**config.mk**
```make
export PLATFORM = sky130hd
export DESIGN_NAME = bft_switch_cluster_flat
export DESIGN_NICKNAME = d
export VERILOG_FILES = /design/src/rtl/bft_switch_cluster_pkg.sv /design/src/rtl/bft_switch_cluster_if.sv /design/src/rtl/bft_switch_cluster_switch.sv /design/src/rtl/bft_switch_cluster.sv /design/src/flat_wrapper.sv
export SDC_FILE = /design/constraint.sdc
export NUM_CORES = 1
export LEC_CHECK = 0
export CAP_MARGIN = 20
export CORE_UTILIZATION = 45
export CTS_CLUSTER_DIAMETER = 60
export DETAILED_ROUTE_END_ITERATION = 12
export PLACE_DENSITY = 0.74
export SLEW_MARGIN = 20
export SYNTH_ARGS = -nofsm -noshare
export SYNTH_HDL_FRONTEND = slang
export SYNTH_SLANG_ARGS = --single-unit
```
**constraint.sdc**
```tcl
create_clock -name clk -period 5.85 [get_ports clk]
set_clock_uncertainty 0.2 [all_clocks]
set_input_delay 0.585 -clock clk [delete_from_list [all_inputs] [get_ports clk]]
set_output_delay 0.585 -clock clk [all_outputs]
set_load 0.02 [all_outputs]
```
**src/rtl/bft_switch_cluster_pkg.sv**
```systemverilog
// Shared definitions for the butterfly-fat-tree switch cluster: port indices,
// mode constants and packet field helpers (packet = {valid, dest, payload}).
package bft_switch_cluster_pkg;

  // Helpers work on packets zero-extended to this width, so p_sz must not exceed it.
  localparam int PKT_MAX_W = 64;
  localparam int DEST_W    = 16;

  localparam int MODE_PI = 0;
  localparam int MODE_T  = 1;

  localparam logic [1:0] P_L  = 2'd0;
  localparam logic [1:0] P_R  = 2'd1;
  localparam logic [1:0] P_UL = 2'd2;
  localparam logic [1:0] P_UR = 2'd3;

  function automatic int up_ports(input int m);
    return (m == MODE_PI) ? 2 : 1;
  endfunction

  function automatic logic pkt_valid(input logic [PKT_MAX_W-1:0] pkt, input int p_sz);
    logic [PKT_MAX_W-1:0] sh;
    sh = pkt >> (p_sz - 1);
    return sh[0];
  endfunction

  function automatic logic [DEST_W-1:0] pkt_dest(input logic [PKT_MAX_W-1:0] pkt,
                                                 input int payload_sz, input int a_w);
    logic [PKT_MAX_W-1:0] sh;
    sh = pkt >> payload_sz;
    return DEST_W'(sh) & ((DEST_W'(1) << a_w) - DEST_W'(1));
  endfunction

endpackage

```
**src/rtl/bft_switch_cluster_if.sv**
```systemverilog
// Bus bundle of one switch cluster: child-side l/r buses, parent-side u bus,
// counter clear and per-switch deflection counts.
interface bft_switch_cluster_if #(
  parameter int num_switches = 1,
  parameter int p_sz         = 12,
  parameter int up_n         = 2,
  parameter int cnt_w        = 16
);
  // No valid/ready handshake: every packet carries its own valid bit in its MSB and a
  // packet offered in a cycle is always accepted (bufferless, no backpressure).
  logic [num_switches*p_sz-1:0]      l_bus_i;
  logic [num_switches*p_sz-1:0]      r_bus_i;
  logic [up_n*num_switches*p_sz-1:0] u_bus_i;
  logic [num_switches*p_sz-1:0]      l_bus_o;
  logic [num_switches*p_sz-1:0]      r_bus_o;
  logic [up_n*num_switches*p_sz-1:0] u_bus_o;
  logic                              clr_cnt_i;
  logic [num_switches*cnt_w-1:0]     defl_cnt_o;

  modport master (
    output l_bus_i, r_bus_i, u_bus_i, clr_cnt_i,
    input  l_bus_o, r_bus_o, u_bus_o, defl_cnt_o
  );

  modport slave (
    input  l_bus_i, r_bus_i, u_bus_i, clr_cnt_i,
    output l_bus_o, r_bus_o, u_bus_o, defl_cnt_o
  );
endinterface

```
**src/rtl/bft_switch_cluster_switch.sv**
```systemverilog
// One bufferless deflection-routed switch: rotating-priority port allocation,
// registered outputs and a saturating deflection counter.
module bft_switch_cluster_switch
  import bft_switch_cluster_pkg::*;
#(
  parameter int p_sz       = 12,
  parameter int payload_sz = 8,
  parameter int a_w        = 3,
  parameter int level      = 1,
  parameter int addr       = 0,
  parameter int up_n       = 2,
  parameter int cnt_w      = 16
) (
  input  logic                   clk,
  input  logic                   reset,
  input  logic                   clr_cnt,
  input  logic [p_sz-1:0]        in_l,
  input  logic [p_sz-1:0]        in_r,
  input  logic [up_n*p_sz-1:0]   in_u,
  output logic [p_sz-1:0]        out_l,
  output logic [p_sz-1:0]        out_r,
  output logic [up_n*p_sz-1:0]   out_u,
  output logic [cnt_w-1:0]       defl_cnt
);

  localparam int n_in   = 2 + up_n;
  localparam int sub_sh = a_w - level;
  localparam int d_sh   = a_w - 1 - level;
  // Ports that physically exist: no parent at the root, no second up port in t mode.
  localparam logic [3:0] avail = {(level != 0) && (up_n == 2), (level != 0), 2'b11};

  logic [p_sz-1:0]   in_pkt [4];
  logic [p_sz-1:0]   nxt    [4];
  logic [p_sz-1:0]   out_q  [4];
  logic [1:0]        ptr_q;
  logic [cnt_w-1:0]  cnt_q;
  logic [cnt_w:0]    cnt_sum;

  logic [3:0]        free;
  logic [2:0]        defl_n;
  logic [p_sz-1:0]   cur;
  logic [DEST_W-1:0] dest;
  logic              go_down;
  logic              got;
  logic [1:0]        want;
  logic [1:0]        sel;
  logic [1:0]        cand;
  logic [1:0]        idx;
  int                idx_sum;

  assign in_pkt[0] = in_l;
  assign in_pkt[1] = in_r;
  assign in_pkt[2] = avail[P_UL] ? in_u[(up_n-1)*p_sz +: p_sz] : '0;

  if (up_n == 2) begin : g_pi
    assign in_pkt[3] = avail[P_UR] ? in_u[0 +: p_sz] : '0;
    assign out_u     = {out_q[2], out_q[3]};
  end else begin : g_t
    assign in_pkt[3] = '0;
    assign out_u     = out_q[2];
  end

  assign out_l    = out_q[0];
  assign out_r    = out_q[1];
  assign defl_cnt = cnt_q;

  // Inputs are visited in rotated priority order; each claims its wanted port if still
  // free, otherwise the first free of UL,UR,L,R. Up-wanting packets use that same order.
  always_comb begin
    free    = avail;
    defl_n  = '0;
    cur     = '0;
    dest    = '0;
    go_down = 1'b0;
    got     = 1'b0;
    want    = P_L;
    sel     = P_L;
    cand    = P_L;
    idx     = '0;
    idx_sum = 0;
    for (int o = 0; o < 4; o++) nxt[o] = '0;
    for (int k = 0; k < n_in; k++) begin
      idx_sum = int'(ptr_q) + k;
      if (idx_sum >= n_in) idx_sum = idx_sum - n_in;
      idx = 2'(idx_sum);
      cur = in_pkt[idx];
      if (pkt_valid(PKT_MAX_W'(cur), p_sz)) begin
        dest    = pkt_dest(PKT_MAX_W'(cur), payload_sz, a_w);
        go_down = (level == 0) || ((dest >> sub_sh) == DEST_W'(addr));
        want    = dest[d_sh] ? P_R : P_L;
        sel     = want;
        got     = go_down && free[want];
        for (int j = 0; j < 4; j++) begin
          cand = 2'(j + 2);
          if (!got && free[cand]) begin
            sel = cand;
            got = 1'b1;
          end
        end
        if (go_down ? (sel != want) : !sel[1]) defl_n = defl_n + 3'd1;
        free[sel] = 1'b0;
        nxt[sel]  = cur;
      end
    end
  end

  assign cnt_sum = {1'b0, cnt_q} + (cnt_w + 1)'(defl_n);

  always_ff @(posedge clk) begin
    if (reset) begin
      for (int o = 0; o < 4; o++) out_q[o] <= '0;
      ptr_q <= '0;
      cnt_q <= '0;
    end else begin
      for (int o = 0; o < 4; o++) out_q[o] <= nxt[o];
      ptr_q <= (ptr_q == 2'(n_in - 1)) ? 2'd0 : ptr_q + 2'd1;
      if (clr_cnt) cnt_q <= '0;
      else         cnt_q <= cnt_sum[cnt_w] ? '1 : cnt_sum[cnt_w-1:0];
    end
  end

endmodule

```
**src/rtl/bft_switch_cluster.sv**
```systemverilog
// Butterfly-fat-tree switch cluster: slices the child/parent buses into
// num_switches independent channels and instantiates one switch per channel.
module bft_switch_cluster
  import bft_switch_cluster_pkg::*;
#(
  parameter int num_leaves   = 8,
  parameter int payload_sz   = 8,
  parameter int level        = 1,
  parameter int addr         = 0,
  parameter int num_switches = 1,
  parameter int mode         = MODE_PI,
  parameter int cnt_w        = 16
) (
  input  logic                 clk,
  input  logic                 reset,
  bft_switch_cluster_if.slave  bus
);

  localparam int a_w  = $clog2(num_leaves);
  localparam int p_sz = 1 + a_w + payload_sz;
  localparam int up_n = up_ports(mode);

  for (genvar i = 0; i < num_switches; i++) begin : g_sw
    logic [up_n*p_sz-1:0] u_in;
    logic [up_n*p_sz-1:0] u_out;

    // pi mode: the ul half of the parent bus sits above the ur half.
    if (up_n == 2) begin : g_pi
      assign u_in = {bus.u_bus_i[(num_switches+i)*p_sz +: p_sz], bus.u_bus_i[i*p_sz +: p_sz]};
      assign bus.u_bus_o[(num_switches+i)*p_sz +: p_sz] = u_out[p_sz +: p_sz];
      assign bus.u_bus_o[i*p_sz +: p_sz]                = u_out[0 +: p_sz];
    end else begin : g_t
      assign u_in = bus.u_bus_i[i*p_sz +: p_sz];
      assign bus.u_bus_o[i*p_sz +: p_sz] = u_out;
    end

    bft_switch_cluster_switch #(
      .p_sz       (p_sz),
      .payload_sz (payload_sz),
      .a_w        (a_w),
      .level      (level),
      .addr       (addr),
      .up_n       (up_n),
      .cnt_w      (cnt_w)
    ) u_switch (
      .clk      (clk),
      .reset    (reset),
      .clr_cnt  (bus.clr_cnt_i),
      .in_l     (bus.l_bus_i[i*p_sz +: p_sz]),
      .in_r     (bus.r_bus_i[i*p_sz +: p_sz]),
      .in_u     (u_in),
      .out_l    (bus.l_bus_o[i*p_sz +: p_sz]),
      .out_r    (bus.r_bus_o[i*p_sz +: p_sz]),
      .out_u    (u_out),
      .defl_cnt (bus.defl_cnt_o[i*cnt_w +: cnt_w])
    );
  end

endmodule

```
**src/flat_wrapper.sv**
```systemverilog
// flat-port wrapper written by rule: the top's interface ports become plain ports
module bft_switch_cluster_flat import bft_switch_cluster_pkg::*;
#(
  parameter int num_leaves   = 8,
  parameter int payload_sz   = 8,
  parameter int level        = 1,
  parameter int addr         = 0,
  parameter int num_switches = 1,
  parameter int mode         = MODE_PI,
  parameter int cnt_w        = 16
)
  (clk, reset, bus_l_bus_i, bus_r_bus_i, bus_u_bus_i, bus_clr_cnt_i, bus_l_bus_o, bus_r_bus_o, bus_u_bus_o, bus_defl_cnt_o);
  bft_switch_cluster_if #(.num_switches(num_switches), .p_sz(12), .up_n(2), .cnt_w(cnt_w)) bus_i ();
  input  logic clk;
  input  logic reset;
  input wire logic [$bits(bus_i.l_bus_i)-1:0] bus_l_bus_i;
  input wire logic [$bits(bus_i.r_bus_i)-1:0] bus_r_bus_i;
  input wire logic [$bits(bus_i.u_bus_i)-1:0] bus_u_bus_i;
  input wire logic [$bits(bus_i.clr_cnt_i)-1:0] bus_clr_cnt_i;
  output wire logic [$bits(bus_i.l_bus_o)-1:0] bus_l_bus_o;
  output wire logic [$bits(bus_i.r_bus_o)-1:0] bus_r_bus_o;
  output wire logic [$bits(bus_i.u_bus_o)-1:0] bus_u_bus_o;
  output wire logic [$bits(bus_i.defl_cnt_o)-1:0] bus_defl_cnt_o;
  assign bus_i.l_bus_i = bus_l_bus_i;
  assign bus_i.r_bus_i = bus_r_bus_i;
  assign bus_i.u_bus_i = bus_u_bus_i;
  assign bus_i.clr_cnt_i = bus_clr_cnt_i;
  assign bus_l_bus_o = bus_i.l_bus_o;
  assign bus_r_bus_o = bus_i.r_bus_o;
  assign bus_u_bus_o = bus_i.u_bus_o;
  assign bus_defl_cnt_o = bus_i.defl_cnt_o;
  bft_switch_cluster #(.num_leaves(num_leaves), .payload_sz(payload_sz), .level(level), .addr(addr), .num_switches(num_switches), .mode(mode), .cnt_w(cnt_w)) u_core (.clk(clk), .reset(reset), .bus(bus_i));
endmodule
```
==> impl_metrics.env, run 1 <==
export IMPL_status="finished, final reports clean"
export IMPL_dieArea_um2=10500
export IMPL_placed_area_um2=5780
export IMPL_grt_start_max_net_pins=62
export IMPL_clk_insertion_delay_late_ps=340
export IMPL_grt_usage=0.246
export IMPL_worst_setup_path_type="flop to flop"
export IMPL_relSlewSlack=0.326
export IMPL_clockBufferDepth=2
export IMPL_multiInputGateArea_um2=3010
export IMPL_crit_path_end_kind="flop"
export IMPL_ir_worst_vdd_v=0.000132
export IMPL_syn_nets=461
export IMPL_htreeDepth=3
export IMPL_dp_cells=631
export IMPL_routed_wl_um=12300
export IMPL_fp_coreArea_um2=9770
export IMPL_grt_util_met2=0.389
export IMPL_start_util=0.463
export IMPL_via_per_inst=6.27
export IMPL_die_x_um=102
export IMPL_netlist_area_um2=4520
export IMPL_leakagePower_nw=1.99
export IMPL_syn_to_final_growth_pct=31.5
export IMPL_final_cell_mix="113 x clkdlybuf4s50_1, 65 x dfxtp_1, 45 x mux4_2"
export IMPL_fp_row_count=36
export IMPL_ant_nets=0
export IMPL_tightest_slew_ps=1010
export IMPL_synth_edf_count=0
export IMPL_grt_pass1_vias=3887
export IMPL_worst_path_max_fanout=24
export IMPL_antenna_found_initial=0
export IMPL_vias=4059
export IMPL_drive_gt1_frac=0.226
export IMPL_synth_cells=402
export IMPL_postCtsSetupRepairBufs=0
export IMPL_holdWs_ps=371
export IMPL_synth_ff_type="dfxtp_1"
export IMPL_rsz0062_at_grt="false"
export IMPL_maxSlewViolCount=0
export IMPL_grt_use_met1=0.343
export IMPL_grt_overflow=0
export IMPL_fin_cells=647
export IMPL_synth_seq_cells=66
export IMPL_post_dp_hpwl_um=9450
export IMPL_cts_buffers=9
export IMPL_cts_clk_slew_worst_paths_ps=80
export IMPL_fill_cells=821
export IMPL_cpMaxStageDelayCell="mux4_2"
export IMPL_fin_crit_ps=5220
export IMPL_port_buffers=114
export IMPL_postSynthAreaPerCell_um2=11.3
export IMPL_startpoint_type="flop"
export IMPL_yosysSeqAreaShare=0.292
export IMPL_grt_busiest_layer="met2"
export IMPL_drtIter0Drc=534
export IMPL_fin_nets=568
export IMPL_async_reset_ff_frac=0
export IMPL_period_share=0.892
export IMPL_maxCapViolCount=0
export IMPL_ios=115
export IMPL_max_freq_ghz=0.192
export IMPL_num_antenna_cells=0
export IMPL_final_common_cell="clkdlybuf4s50_1"
export IMPL_cp_arrival_ps=5290
export IMPL_finalPower_mw=1.98
export IMPL_crit_chain="buf_4 > mux4_2 > nor3b_1 > buf_4 > a211o_1 > a21o_4 > and3_4 > nor2_1 > a21o_1 > xnor2_1 > ha_1 > inv_1 > fa_1 > nor2b_1 > o21ai_0 > nor2_1 > nand3_1 > or2_2 > a21oi_1"
export IMPL_finalWorstSetupSlack_ps=631
export IMPL_cts_resized=0
export IMPL_cts_hold_fix_buffers=0
export IMPL_hold_path_class="flop to flop"
export IMPL_die_y_um=102
export IMPL_grt_pass1_wl_um=19900
export IMPL_post_place_ws_ps=308
export IMPL_setup_viol=0
export IMPL_design_area_um2=5950
export IMPL_regArea_um2=1320
export IMPL_globalplace_congestion=0.906
export IMPL_worstPathRequired_ps=5920
export IMPL_firstDrtPassIters=9
export IMPL_synth_cell_types=61
export IMPL_fin_util=0.608
export IMPL_cts_root_buf="clkbuf_8"
export IMPL_slowest_delay_ps=630
export IMPL_grtUsageMet3=0.0609
export IMPL_pwr_density_cell_nw_per_um2=334
export IMPL_tns_ps=0
export IMPL_synth_warnings=0
export IMPL_tritoncts="yes"
export IMPL_drcViolationCount=0
export IMPL_wire_per_inst_um=19.0
export IMPL_cts_num_sinks=66
export IMPL_finalHoldViolCount=0
worst max-delay path: cells and delay by family (launching register included):
| family | cells | cell delay (ps) |
|---|---|---|
| adder cells (fa/ha/maj) | 2 | 580 |
| AO/OA/AOI/OAI | 5 | 1090 |
| AND/OR/NAND/NOR | 7 | 1590 |
| multiplexers | 1 | 630 |
| buffers and inverters | 3 | 580 |
| XOR/XNOR | 1 | 130 |
| flip-flops | 1 | 350 |
cell usage after synthesis, drive strengths merged (9+ instances only):
cell,n,share of area
nand2,19,0.016
xor2,9,0.017
a21oi,33,0.037
a22oi,10,0.017
a222oi,28,0.062
clkbuf,19,0.016
dfxtp,66,0.29
nor3,9,0.011
nor2,14,0.013
o22ai,19,0.039
buf,15,0.022
nand2b,10,0.014
o2bb2ai,10,0.033
mux4,48,0.24
metal layers:
| layer | wire length [µm] | vias to the layer above |
|---|---|---|
| met3 | 1200 | 11 |
| li1 | - | 1859 |
| met2 | 5610 | 234 |
| met4 | 117 | 0 |
| met5 | 0 | - |
| met1 | 5390 | 1955 |
flip-flops by register name, summed over array words and instances (netlist names):
name	cells
u_core.g_sw.u_switch.out_q	48
u_core.g_sw.u_switch.defl_cnt	16
u_core.g_sw.u_switch.ptr_q	2
final timing paths:
kind,to,start,slack [ps],cells after the start
setup / recovery,u_core.g_sw[0].u_switch.defl_cnt[0],u_core.g_sw[0].u_switch.ptr_q[1],630,19
hold / removal,u_core.g_sw[0].u_switch.defl_cnt[12],u_core.g_sw[0].u_switch.defl_cnt[13],370,2
setup reg to reg,u_core.g_sw[0].u_switch.defl_cnt[0],u_core.g_sw[0].u_switch.ptr_q[1],630,19
hold reg to reg,u_core.g_sw[0].u_switch.defl_cnt[12],u_core.g_sw[0].u_switch.defl_cnt[13],370,2
power by group:
part / internal [mW] / switching [mW] / leakage (nW) / total [mW]
Combinational: 0.495 / 0.580 / 1.36 / 1.07
Clock: 0.153 / 0.189 / 0.0927 / 0.341
Sequential: 0.540 / 0.0287 / 0.540 / 0.569
layout make-up:
type	instances	share of cell area
clock buffers	9	0.0208
clock inverters	7	0.00778
inverters	7	0.00442
multi-input cells	295	0.505
flip-flops and latches	66	0.222
well taps	133	0.0280
repair buffers	130	0.211
kinds of logic (layout without fill, tap and decap cells):
family / count (synthesis) / after routing / synth area share
AO/OA/AOI/OAI: 121 / 121 / 0.226
multiplexers: 52 / 52 / 0.251
other: 1 / 1 / 0.000829
flip-flops: 66 / 66 / 0.292
adder cells (fa/ha/maj): 8 / 8 / 0.0238
XOR/XNOR: 16 / 16 / 0.0310
AND/OR/NAND/NOR: 97 / 97 / 0.132
buffers and inverters: 41 / 153 / 0.0434
Note: power is estimated with default switching activity, not from simulation.
==> run 2, diff against run 1 <==
==> constraint.sdc (replaced) <==
create_clock -name clk -period 5.88 [get_ports clk]
set_clock_uncertainty 0.2 [all_clocks]
set_input_delay 0.588 -clock clk [delete_from_list [all_inputs] [get_ports clk]]
set_output_delay 0.588 -clock clk [all_outputs]
set_load 0.02 [all_outputs]
==> impl_metrics.env, run 2 (synthesis gave the netlist of run 1 again) <==
export IMPL_p_int_mw=1.27
export IMPL_slowest_delay_ps=620
export IMPL_multiInputGateArea_um2=3010
export IMPL_crit_path_end_kind="flop"
export IMPL_maxSlewViolCount=0
export IMPL_critPathBufInv=1
export IMPL_rsz0062_at_grt="false"
export IMPL_holdWs_ps=378
export IMPL_combPwrFrac=0.520
export IMPL_clk_insertion_delay_late_ps=350
export IMPL_cts_root_buf="clkbuf_8"
export IMPL_fin_nets=566
export IMPL_dieArea_um2=10500
export IMPL_drive_gt1_frac=0.221
export IMPL_switching_share=0.385
export IMPL_drcViolationCount=0
export IMPL_cpMaxStageDelayCell="mux4_2"
export IMPL_worst_setup_path_type="flop to flop"
export IMPL_fin_cells=645
export IMPL_cts_buffers=9
export IMPL_maxCapViolCount=0
export IMPL_hold_path_class="flop to flop"
export IMPL_ir_worst_vdd_v=0.000134
export IMPL_ant_nets=0
export IMPL_finalHoldViolCount=0
export IMPL_leakagePower_nw=2.00
export IMPL_fin_util=0.612
export IMPL_grt_pass1_wl_um=19800
export IMPL_fill_cells=820
export IMPL_clockBufferDepth=2
export IMPL_port_buffers=114
export IMPL_worstPathRequired_ps=5910
export IMPL_worst_path_max_fanout=24
export IMPL_grt_usage=0.248
export IMPL_startpoint_type="flop"
export IMPL_tritoncts="yes"
export IMPL_cts_clk_slew_worst_paths_ps=70
export IMPL_die_x_um=102
export IMPL_htreeDepth=3
export IMPL_ios=115
export IMPL_post_place_ws_ps=209
export IMPL_post_dp_hpwl_um=9560
export IMPL_cts_hold_fix_buffers=0
export IMPL_fp_row_count=36
export IMPL_tns_ps=0
export IMPL_clkPwrFrac=0.205
export IMPL_num_antenna_cells=0
export IMPL_dp_cells=629
export IMPL_syn_to_final_growth_pct=32.2
export IMPL_firstDrtPassIters=7
export IMPL_fin_crit_ps=5390
export IMPL_period_share=0.916
export IMPL_max_freq_ghz=0.186
export IMPL_cp_arrival_ps=5410
export IMPL_wire_per_inst_um=19.4
export IMPL_status="finished, final reports clean"
export IMPL_cts_num_sinks=66
export IMPL_antenna_found_initial=0
export IMPL_cts_resized=0
export IMPL_routed_wl_um=12500
export IMPL_crit_chain="buf_4 > mux4_2 > and2_1 > and3_1 > o31ai_4 > nor2_2 > o211ai_1 > a21o_1 > mux2_1 > ha_1 > a21o_1 > a21oi_1 > nor4bb_1 > and2_1 > and3_1 > nand4_1 > mux2i_1 > nor2_1"
export IMPL_largest_reg_flops=48
export IMPL_switching_power_uw=794
export IMPL_globalplace_congestion=0.916
export IMPL_drtIter0Drc=484
export IMPL_grt_pass1_vias=3865
export IMPL_relSlewSlack=0.345
export IMPL_via_per_inst=6.28
export IMPL_p_seq_frac=0.276
export IMPL_final_common_cell="clkdlybuf4s50_1"
export IMPL_tightest_slew_ps=979
export IMPL_setup_viol=0
export IMPL_path_delay_family="simple AND/OR/NAND/NOR gates"
export IMPL_grt_overflow=0
export IMPL_grt_start_max_net_pins=62
export IMPL_fp_coreArea_um2=9770
export IMPL_die_y_um=102
export IMPL_start_util=0.463
export IMPL_final_cell_mix="113 x clkdlybuf4s50_1, 65 x dfxtp_1, 45 x mux4_2"
export IMPL_postCtsSetupRepairBufs=0
export IMPL_largest_register="u_core.g_sw.u_switch.out_q"
export IMPL_vias=4049
export IMPL_pwr_density_cell_nw_per_um2=344
export IMPL_finalWorstSetupSlack_ps=491
export IMPL_regArea_um2=1320
-- run 2: cell types whose count changed in the layout (fill, tap and decap cells not counted), sizes merged --
cell    change
buf         -2
clkinv      -4
clkbuf      +2
bufinv      +2
-- run 2: area by class of cell --
| class | instances | area share |
|---|---|---|
| timing repair buffer | 128 | 0.208 |
| tap | 133 | 0.0278 |
| sequential | 66 | 0.221 |
| clock inverter | 5 | 0.0132 |
| inverter | 7 | 0.00439 |
| clock buffer | 11 | 0.0220 |
| multi-input combinational | 295 | 0.503 |
-- run 2: worst paths after layout --
check                                               to  slack (ps)  cells after the start                                  from
setup / recovery  u_core.g_sw[0].u_switch.defl_cnt[15]         490                     18      u_core.g_sw[0].u_switch.ptr_q[1]
hold / removal    u_core.g_sw[0].u_switch.defl_cnt[12]         380                      2  u_core.g_sw[0].u_switch.defl_cnt[15]
setup reg to reg  u_core.g_sw[0].u_switch.defl_cnt[15]         490                     18      u_core.g_sw[0].u_switch.ptr_q[1]
hold reg to reg   u_core.g_sw[0].u_switch.defl_cnt[12]         380                      2  u_core.g_sw[0].u_switch.defl_cnt[15]
-- run 2: tightest hold or removal path: cells and delay by family (launching register included) --
family | cells | cell delay, ps
AND/OR/NAND/NOR | 1 | 120
AO/OA/AOI/OAI | 1 | 70
flip-flops | 1 | 350
-- run 2: layer usage --
layer	wire (µm)	global-route usage	up-vias
li1	-	-	1852
met1	5470	0.350	1957
met2	5670	0.379	220
met3	1190	0.0561	20
met4	183	0.0780	0
met5	0	0	-
-- run 2: metrics by stage --
| stage | total power [mW] | area, µm² |
|---|---|---|
| after floorplan | 1.28 | 4520 |
| after global placement | 1.62 | 5760 |
| after detailed placement | 1.64 | 5770 |
| after CTS | 2.06 | 5980 |
| after global routing | 2.16 | 5980 |
| final | 2.06 | 5980 |
-- run 2: power groups by stage --
stage | logic, mW | clock network (mW) | registers, mW
global route | 1.14 | 0.448 | 0.575
detailed placement | 1.06 | 0 | 0.579
CTS | 1.06 | 0.426 | 0.569
floorplan | 0.591 | 0 | 0.685
global placement | 1.05 | 0 | 0.576
finish | 1.07 | 0.422 | 0.568
==> run 3, diff against run 2 <==
--- a/config.mk
+++ b/config.mk
@@ -9,6 +9,7 @@
 export CORE_UTILIZATION = 45
 export CTS_CLUSTER_DIAMETER = 60
 export DETAILED_ROUTE_END_ITERATION = 12
+export GPL_TIMING_DRIVEN = 0
 export PLACE_DENSITY = 0.74
 export SLEW_MARGIN = 20
 export SYNTH_ARGS = -nofsm -noshare
==> impl_metrics.env, run 3 (synthesis gave the netlist of run 1 again) <==
export IMPL_drtIter0Drc=526
export IMPL_post_dp_hpwl_um=10400
export IMPL_cts_num_sinks=66
export IMPL_ios=115
export IMPL_cp_arrival_ps=5580
export IMPL_die_y_um=102
export IMPL_grt_start_max_net_pins=12
export IMPL_fp_coreArea_um2=9770
export IMPL_grt_overflow=0
export IMPL_fp_row_count=36
export IMPL_via_per_inst=6.32
export IMPL_num_antenna_cells=0
export IMPL_maxSlewViolCount=0
export IMPL_cts_root_buf="clkbuf_8"
export IMPL_drcViolationCount=0
export IMPL_status="finished, final reports clean"
export IMPL_dieArea_um2=10500
export IMPL_cpMaxStageDelayCell="mux4_1"
export IMPL_design_area_um2=6020
export IMPL_leakagePower_nw=2.00
export IMPL_cts_clk_slew_worst_paths_ps=70
export IMPL_maxCapViolCount=0
export IMPL_grt_pass1_wl_um=20700
export IMPL_wire_per_inst_um=20.2
export IMPL_port_buffers=114
export IMPL_fin_nets=587
export IMPL_final_common_cell="clkdlybuf4s50_1"
export IMPL_worstPathRequired_ps=5950
export IMPL_fin_util=0.616
export IMPL_startpoint_type="input pin"
export IMPL_globalplace_congestion=0.959
export IMPL_largest_reg_flops=48
export IMPL_cts_buffers=9
export IMPL_fin_crit_ps=5510
export IMPL_holdWs_ps=364
export IMPL_antenna_found_initial=0
export IMPL_drive_gt1_frac=0.206
export IMPL_grt_pass1_vias=4001
export IMPL_dp_cells=649
export IMPL_largest_register="u_core.g_sw.u_switch.out_q"
export IMPL_crit_path_end_kind="flop"
export IMPL_max_freq_ghz=0.181
export IMPL_tritoncts="yes"
export IMPL_final_cell_mix="114 x clkdlybuf4s50_1, 66 x dfxtp_1, 45 x mux4_2"
export IMPL_clk_insertion_delay_late_ps=350
export IMPL_setup_viol=0
export IMPL_rsz0062_at_grt="false"
export IMPL_placed_area_um2=5840
export IMPL_htreeDepth=3
export IMPL_critPathBufInv=4
export IMPL_worst_path_max_fanout=10
export IMPL_post_place_ws_ps=-119
export IMPL_pwr_density_cell_nw_per_um2=331
export IMPL_cts_hold_fix_buffers=0
export IMPL_grt_usage=0.261
export IMPL_die_x_um=102
export IMPL_worst_setup_path_type="input pin to flop"
export IMPL_hold_path_class="flop to flop"
export IMPL_finalHoldViolCount=0
export IMPL_routed_wl_um=13500
export IMPL_tightest_slew_ps=819
export IMPL_crit_chain="clkdlybuf4s50_1 > mux4_1 > or2_1 > a211o_1 > a21o_4 > and3_4 > buf_6 > nor2_1 > a21o_1 > xnor2_1 > ha_1 > inv_1 > fa_1 > nor2b_1 > o21ai_1 > nor2_2 > nand3_1 > or2_2 > clkbuf_1 > a21oi_1"
export IMPL_relSlewSlack=0.454
export IMPL_syn_to_final_growth_pct=33.1
export IMPL_tns_ps=0
export IMPL_vias=4206
export IMPL_period_share=0.938
export IMPL_ir_worst_vdd_v=0.000113
export IMPL_path_delay_family="simple AND/OR/NAND/NOR gates"
export IMPL_finalWorstSetupSlack_ps=367
export IMPL_start_util=0.463
export IMPL_finalPower_mw=1.99
export IMPL_slowest_delay_ps=680
export IMPL_ant_nets=0
export IMPL_firstDrtPassIters=7
export IMPL_fin_cells=666
export IMPL_fill_cells=827
export IMPL_clockBufferDepth=2
run 3: report_power, final:
part,total (mW),switching (mW),internal (mW),leakage (nW)
sequential,0.564,0.0269,0.537,0.540
clock,0.341,0.179,0.162,0.0851
combinational,1.09,0.593,0.497,1.37
total,1.99,0.798,1.20,2.00
run 3: cell type report:
class                      count  area, µm²  area share
sequential                    66       1320       0.219
tap                          133        166      0.0276
clock buffer                  11        141      0.0235
clock inverter                 5       30.0     0.00499
buffer                        34        170      0.0283
multi-input combinational    295       3020       0.501
timing repair buffer         115       1150       0.191
inverter                       7       26.3     0.00436
run 3: per-layer routing:
layer  GRT usage  share of wire
met5           0              0
met4      0.0637          0.012
met3      0.0684           0.10
met2       0.431           0.48
met1       0.341           0.41
run 3: worst register-to-register path, cell delays in order (launching register included):
cell and delay (ps):
dfxtp_1 380, ha_1 300, buf_2 190, mux4_2 610, nor3b_2 220, or2_2 350, mux2i_1 130, o21ai_0 110
nand2_1 130, mux2_2 370, ha_1 290, mux2_1 320, ha_1 290, a21o_1 110, a21oi_1 100, nor4bb_1 460
and2_1 240, and3_1 200, nand4_1 120, mux2i_1 170, nor2_1 60
run 3: final timing paths:
path | from | end | slack (ps) | cells past startpoint
hold / removal | u_core.g_sw[0].u_switch.defl_cnt[13] | u_core.g_sw[0].u_switch.defl_cnt[12] | 360 | 2
hold reg to reg | u_core.g_sw[0].u_switch.defl_cnt[13] | u_core.g_sw[0].u_switch.defl_cnt[12] | 360 | 2
setup / recovery | bus_u_bus_i[10] | u_core.g_sw[0].u_switch.defl_cnt[11] | 370 | 20
setup reg to reg | u_core.g_sw[0].u_switch.ptr_q[0] | u_core.g_sw[0].u_switch.defl_cnt[15] | 390 | 20
run 3: timing repair:
item | 4_1_cts | 5_1_grt
endpoints found under the setup margin | 0 | 10
buffers inserted | 0 | 1
resized for setup | 0 | 3
